--- config.mk ---
export PLATFORM = sky130hd
export DESIGN_NAME = discus_imem
export DESIGN_NICKNAME = d
export VERILOG_FILES = /design/src/rtl/discus_imem.sv
export SDC_FILE = /design/constraint.sdc
export NUM_CORES = 2
export LEC_CHECK = 0
export CAP_MARGIN = 30
export CORE_UTILIZATION = 45
export CTS_CLUSTER_SIZE = 8
export DETAILED_ROUTE_END_ITERATION = 8
export SLEW_MARGIN = 20
export SYNTH_ARGS = -nofsm -noshare
export SYNTH_HDL_FRONTEND = slang
export SYNTH_SLANG_ARGS = --single-unit
--- constraint.sdc ---
create_clock -name clk -period 8.1 [get_ports clk]
set_input_delay 1.62 -clock clk [delete_from_list [all_inputs] [get_ports clk]]
set_output_delay 1.62 -clock clk [all_outputs]
set_load 0.01 [all_outputs]
--- src/rtl/discus_imem.sv ---
// DISCUS instruction memory: 256x8 program RAM with a byte-stream loader and
// a small HALT/LOAD/RELEASE/RUN sequencer that holds the CPU in reset while loading.
module discus_imem (
    input  logic       clk,
    input  logic       reset,
    input  logic [7:0] fetch_PC,
    input  logic       fetch_reset,
    output logic [7:0] fetch_instruction,
    output logic       cpu_reset,
    input  logic       load_start,
    input  logic [7:0] load_base,
    input  logic [7:0] load_count,
    input  logic       load_valid,
    input  logic [7:0] load_data,
    output logic       load_ready,
    input  logic       halt,
    output logic       done
);

    localparam logic [1:0] ST_HALT    = 2'd0;
    localparam logic [1:0] ST_LOAD    = 2'd1;
    localparam logic [1:0] ST_RELEASE = 2'd2;
    localparam logic [1:0] ST_RUN     = 2'd3;

    localparam logic [7:0] NOP = 8'hc8;

    logic [1:0] state_q, state_d;
    logic [7:0] wptr_q, wptr_d;
    logic [8:0] cnt_q, cnt_d;
    logic [1:0] rel_q, rel_d;
    logic       done_q, done_d;
    logic [7:0] fetch_q, fetch_d;
    logic       accept;
    logic [8:0] cnt_init;

    logic [7:0] mem [0:255];

    assign cpu_reset         = (state_q != ST_RUN);
    assign load_ready        = (state_q == ST_LOAD);
    assign accept            = load_ready & load_valid;
    assign done              = done_q;
    assign fetch_instruction = fetch_q;
    // A zero count encodes a full 256-byte load.
    assign cnt_init          = (load_count == 8'd0) ? 9'd256 : {1'b0, load_count};

    always_comb begin
        state_d = state_q;
        wptr_d  = wptr_q;
        cnt_d   = cnt_q;
        rel_d   = rel_q;
        done_d  = 1'b0;
        fetch_d = (fetch_reset || cpu_reset) ? NOP : mem[fetch_PC];

        case (state_q)
            ST_HALT: begin
                if (load_start) begin
                    state_d = ST_LOAD;
                    wptr_d  = load_base;
                    cnt_d   = cnt_init;
                end
            end
            ST_LOAD: begin
                if (accept) begin
                    wptr_d = wptr_q + 8'd1;
                    cnt_d  = cnt_q - 9'd1;
                    if (cnt_q == 9'd1) begin
                        state_d = ST_RELEASE;
                        rel_d   = 2'd0;
                    end
                end
                // Halt abandons the remainder; bytes already written stay put.
                if (halt) state_d = ST_HALT;
            end
            ST_RELEASE: begin
                if (halt) begin
                    state_d = ST_HALT;
                end else if (rel_q == 2'd2) begin
                    state_d = ST_RUN;
                    done_d  = 1'b1;
                end else begin
                    rel_d = rel_q + 2'd1;
                end
            end
            default: begin
                if (load_start) begin
                    state_d = ST_LOAD;
                    wptr_d  = load_base;
                    cnt_d   = cnt_init;
                end else if (halt) begin
                    state_d = ST_HALT;
                end
            end
        endcase
    end

    always_ff @(posedge clk or posedge reset) begin
        if (reset) begin
            state_q <= ST_HALT;
            wptr_q  <= 8'd0;
            cnt_q   <= 9'd0;
            rel_q   <= 2'd0;
            done_q  <= 1'b0;
            fetch_q <= NOP;
        end else begin
            state_q <= state_d;
            wptr_q  <= wptr_d;
            cnt_q   <= cnt_d;
            rel_q   <= rel_d;
            done_q  <= done_d;
            fetch_q <= fetch_d;
        end
    end

    // RAM is deliberately outside the reset domain so a reset keeps the program.
    always_ff @(posedge clk) begin
        if (accept) mem[wptr_q] <= load_data;
    end

endmodule

## Yosys cells after proc, flatten, opt, wreduce, memory -nomap -nowiden

Memory sizes are Yosys's and may differ from the RTL's.
Cells that the tools add are included.

- Reductions and logical operators: 9
- Shift-type cells: 0
- Magnitude comparators: 0
- Bitwise logic cells: 2
- Muxes and demuxes: 27
- Multiply operators: 0
- Add/sub/neg operators: 3
- Eq/ne operators: 13
- Divide/modulo/power cells: 0

Operators with widths:

| cell | count |
|---|---|
| 9-bit two-way mux | 3 |
| 2-bit two-way mux | 12 |
| 8-bit two-way mux | 3 |
| 9-bit case mux with 2 select lines | 1 |
| 8-bit case mux with 2 select lines | 1 |
| 5-bit AND reduction | 2 |
| 9-bit by 1-bit == test with 1-bit output, second input constant | 1 |
| 9-bit by 1-bit subtractor with 9-bit output, second input constant | 1 |
| 8-bit by 1-bit adder with 8-bit output, second input constant | 1 |
| 8-bit zero test | 1 |
| 2-bit != test, second input constant | 4 |
| 3-bit by 1-bit != test with 1-bit output, second input constant | 2 |
| 2-bit case mux with 3 select lines | 1 |
| 1-bit two-way mux | 5 |
| 2-bit == test, second input constant | 2 |
| 2-bit by 1-bit != test with 1-bit output, second input constant | 2 |
| 2-bit case mux with 2 select lines | 1 |
| 2-bit nonzero test | 2 |
| 4-bit nonzero test | 1 |
| 3-bit != test, second input constant | 1 |
| 3-bit AND reduction | 1 |
| 2-bit by 1-bit adder with 2-bit output, second input constant | 1 |
| 2-bit by 1-bit == test with 1-bit output, second input constant | 1 |
| 2-bit zero test | 1 |
| other kinds (3) | 3 |

- RAM bits: 2048
- Word-level logic and storage cells: 61
- Memory bits (read-only): 0
- Latch bits: 0
- Memories kept: 1
- Register bits after elaboration: 30
- Bits of input ports: 38

Memories:

| memory | words | width | rd ports | clocked after memory_dff | write ports | line | text |
|---|---|---|---|---|---|---|---|
| mem | 256 | 8 | 1 | 0 | 1 | 36 | `logic [7:0] mem [0:255];` |

## Longest topological paths before layout

- Word-level depth: 5
- Mapped depth: 12
- Depth with buffers taken out: 7

## Worst setup path before layout

No wires, ideal clock.

- Path kind: input-to-reg
- From: input port fetch_PC[0]
- To: register fetch_q[0], in the netlist fetch_instruction[0]
- Data arrival time: 3.581 ns
- Path buffers: 3
- Path slack: 4.397 ns
- Setup time: 0.122 ns
- Cell stages on the path: 8
- Cells stage by stage: buf_6 > buf_6 > buf_2 > mux4_2 > mux4_2 > a21oi_1 > nand2_1 > a32o_1

- Cells in the longest elaborated chain, start to end: 2

RTL lines:

| item | line | text |
|---|---|---|
| from (decl) | 6 | `input logic [7:0] fetch_PC,` |
| memory read 256 x 8 bit | n/a |  |
| 8-bit two-way mux | 52 | `fetch_d = (fetch_reset \|\| cpu_reset) ? NOP : mem[fetch_PC];` |
| named net fetch_d[0] | 32 | `logic [7:0] fetch_q, fetch_d;` |
| to (signal assigned) | 110 | `fetch_q <= fetch_d;` |
| to (decl) | 32 |  |

The timed path passes the listed nets, and every way through them passes these cells.
A chain may end at the register's enable or synchronous reset.

## Worst setup path after layout

- From: register state_q[0]
- To: output port load_ready

- Cells in the longest elaborated chain, start to end: 1

RTL lines:

| item | line | text |
|---|---|---|
| from (decl) | 27 | `logic [1:0] state_q, state_d;` |
| from (signal assigned) | 105 | `state_q <= state_d;` |
| 2-bit by 1-bit == test with 1-bit output | 39 | `assign load_ready = (state_q == ST_LOAD);` |
| to (decl) | 15 | `output logic load_ready,` |

Every way passes these cells.

==> summary.md <==
| Metric | Value |
|---|---|
| First-pass GRT wire length | 308 mm |
| Outcome | finished clean |
| Leakage | 0.0296 uW |
| Synth warn | 0 |
| Area growth, synth to finish | 13.9% |
| Final net count | 4390 |
| Largest net degree at the start of global routing | 157 |
| Count of hold-fix buffers inserted at cts | 0 |
| Syn Area/Cell | 19.7 um2 |
| Fin. Hold Viols | 0 |
| Worst Setup Start Kind | register |
| Crit-path max FO | 33 |
| Req. time, crit path | 6480 ps |
| CTS tree | yes |
| Worst Path Arrival | 3420 ps |
| Global route overflow | 0 |
| Row cnt | 155 |
| Netlist Area Pre-Place | 81700 um2 |
| Detailed placer's ending HPWL | 129 mm |
| Final period utilization | 0.622 |
| Slew @ Worst Pin | 1070 ps |
| Mapped Cells | 4139 |
| DR iter-0 viols | 5166 |
| Share of cells above drive strength 1 | 0.194 |
| Int Power | 19500 uW |
| Routed vias | 42081 |
| Reg2reg start | state_q[0] |
| Clk root buf | clkbuf_16 |
| Yosys top cell area share | 0.753 |
| Fin. max-slew vios | 0 |
| #FFs+latches synth | 2078 |
| Post-route worst setup slack | 3060 ps |
| Minimum clock period | 5040 ps |
| Number of flops mapped to enable cells by yosys | 2048 |
| Final ANT Viol Nets | 0 |
| Routability cong. | 0.829 |
| Vias per cell | 6.23 |
| Clk Latency, worst-skew pair | 930 ps |
| Asr flop ratio synth | 0.0144 |
| Slew margin rel. | 0.288 |
| Synth area leaders | edfxtp_1 (75%), mux4_2 (10%), mux2i_1 (4.1%) |
| Top-count cell post-synth | edfxtp_1 |
| Num CTS Buffers | 310 |
| Critical path destination | load_ready |
| Pre-antenna DRT Iters | 6 |
| Buffer levels on the longest clock path | 4 |
| Syn nets | 4184 |
| Sequential cell fraction of total power | 0.482 |
| Hold Startpoint | cnt_q[8] |
| FF-to-FF setup slack | 3610 ps |
| Reg2reg path depth | 6 |
| Tot GR Track Use | 0.233 |
| Biggest area consumer among synthesized cells | edfxtp_1 |
| MaxCap Viol Count | 0 |
| Unique cell type count in the Yosys netlist | 58 |
| End of the worst register-to-register path | mem[1][0] |
| Antenna violations before repair | 8 |
| Max VDD drop | 0.000208 V |
| DRC viols | 0 |
| Clk pwr share | 0.451 |
| Sw frac | 0.221 |
| Die W | 428 um |
| Htree depth | 5 |
| Overall die area | 183000 um2 |
| Drt total wl | 215 mm |
| Final setup viols | 0 |
| WS Path Type | reg2out |
| Initial core utilization | 0.455 |
| Setup Fix Bufs, Post-CTS | 0 |
| Vias in the first global route | 41722 |
| PD cells | 269 nW/um2 |
| Port Buffers | 48 |
| Worst Setup End Kind | primary output |
| CTS resizes | 0 |
| Logic pwr share | 0.066 |
| Die Ht | 428 um |
| Worst hold path type | reg2reg |
| Switching Power | 5520 uW |
| F_max | 199 MHz |
| Synth top cells by count | edfxtp_1 (2048), mux4_2 (379), mux2i_1 (334) |
| Core Box Area | 179000 um2 |
| Setup_tns | 0 ps |
| Worst-path clk slew | 50 ps |
| Sequential area share after synthesis | 0.762 |
| Clk sinks | 2078 |
| Ports | 49 |
| Final Skew | 60.6 ps |
| Post-DR wirelength/cell | 31.8 um |
| Place WS | 2460 ps |
| Unrepaired setup endpoints after global routing | false |
| Ys flop type | edfxtp_1 |
| CP startpoint | state_q[0] |
==> worst max-delay path, cell delays in order (launching register included) <==
cell             delay (ps)
dfrtp_1                 550
nand2b_1                560
inv_2                   730
clkdlybuf4s50_1         660
==> power by group through the flow <==
stage / logic, uW / clock network (uW) / registers (uW)
after floorplan: 933 / 0 / 12200
after global placement: 1600 / 0 / 12200
after detailed placement: 1650 / 0 / 12200
after CTS: 1650 / 11400 / 12000
after global routing: 1740 / 11800 / 12000
final: 1650 / 11300 / 12000
==> cells in the final DEF (no fill, tap or decap), types with 33 or more instances in the layout <==
| cell | instances |
|---|---|
| buf_4 | 84 |
| a21oi_1 | 96 |
| nand2_1 | 134 |
| mux4_2 | 379 |
| clkdlybuf4s50_1 | 33 |
| nor2_1 | 309 |
| a211oi_1 | 35 |
| clkbuf_1 | 39 |
| edfxtp_1 | 2048 |
| nand3_1 | 39 |
| mux2i_1 | 334 |
| o21ai_0 | 52 |
| clkbuf_16 | 321 |
| o22ai_1 | 87 |
| nor3_1 | 37 |
| o221ai_1 | 167 |
==> how the worst min path moves through the flow <==
stage / to / slack (ps) / cells after the start
after floorplan: rel_q[0] / 460 / 1
after global placement: rel_q[0] / 480 / 1
after detailed placement: cnt_q[8] / 500 / 2
after CTS: cnt_q[8] / 510 / 2
after global routing: rel_q[1] / 530 / 2
final: cnt_q[8] / 500 / 2
==> logic make-up after synthesis <==
logic type,share of synthesized area
DFF,0.762
adders and majority gates,0.00107
and+or+nand+nor,0.0299
buffers and inverters,0.0195
muxes,0.146
AOI/OAI and AO/OA,0.0414
==> state kept, by name (all words and copies together) (netlist names) <==
register / count
rel_q: 2
cnt_q: 9
fetch_instruction: 8
done: 1
wptr_q: 8
mem: 2048
state_q: 2
==> per-stage QoR <==
stage                     hold slack, ps  utilization  area [um2]  total power (uW)  cells
after floorplan                      458            -       81700             13100   4139
after global placement               481        0.470       84400             13800   6358
after detailed placement             496        0.472       84600             13900   6378
after CTS                            507        0.518       92900             25100   6744
after global routing                 528        0.518       93000             25600   6755
final                                503        0.518       93000             25000   6757
==> layer usage <==
metal,track usage,part of all wire,wire (um)
met1,0.331,0.42,89400
met5,0,0.000098,21
met4,0.0905,0.038,8100
met3,0.0419,0.076,16400
met2,0.360,0.47,101000
==> cell type report <==
type	instances	area [um2]
repair buffers	157	1590
fillers	13894	86400
inverters	11	46.3
flip-flops and latches	2078	62300
clock buffers	360	8180
diodes	3	7.51
multi-input cells	1787	17900
clock inverters	6	90.1
well taps	2355	2950
Note: power is estimated with default switching activity, not from simulation.
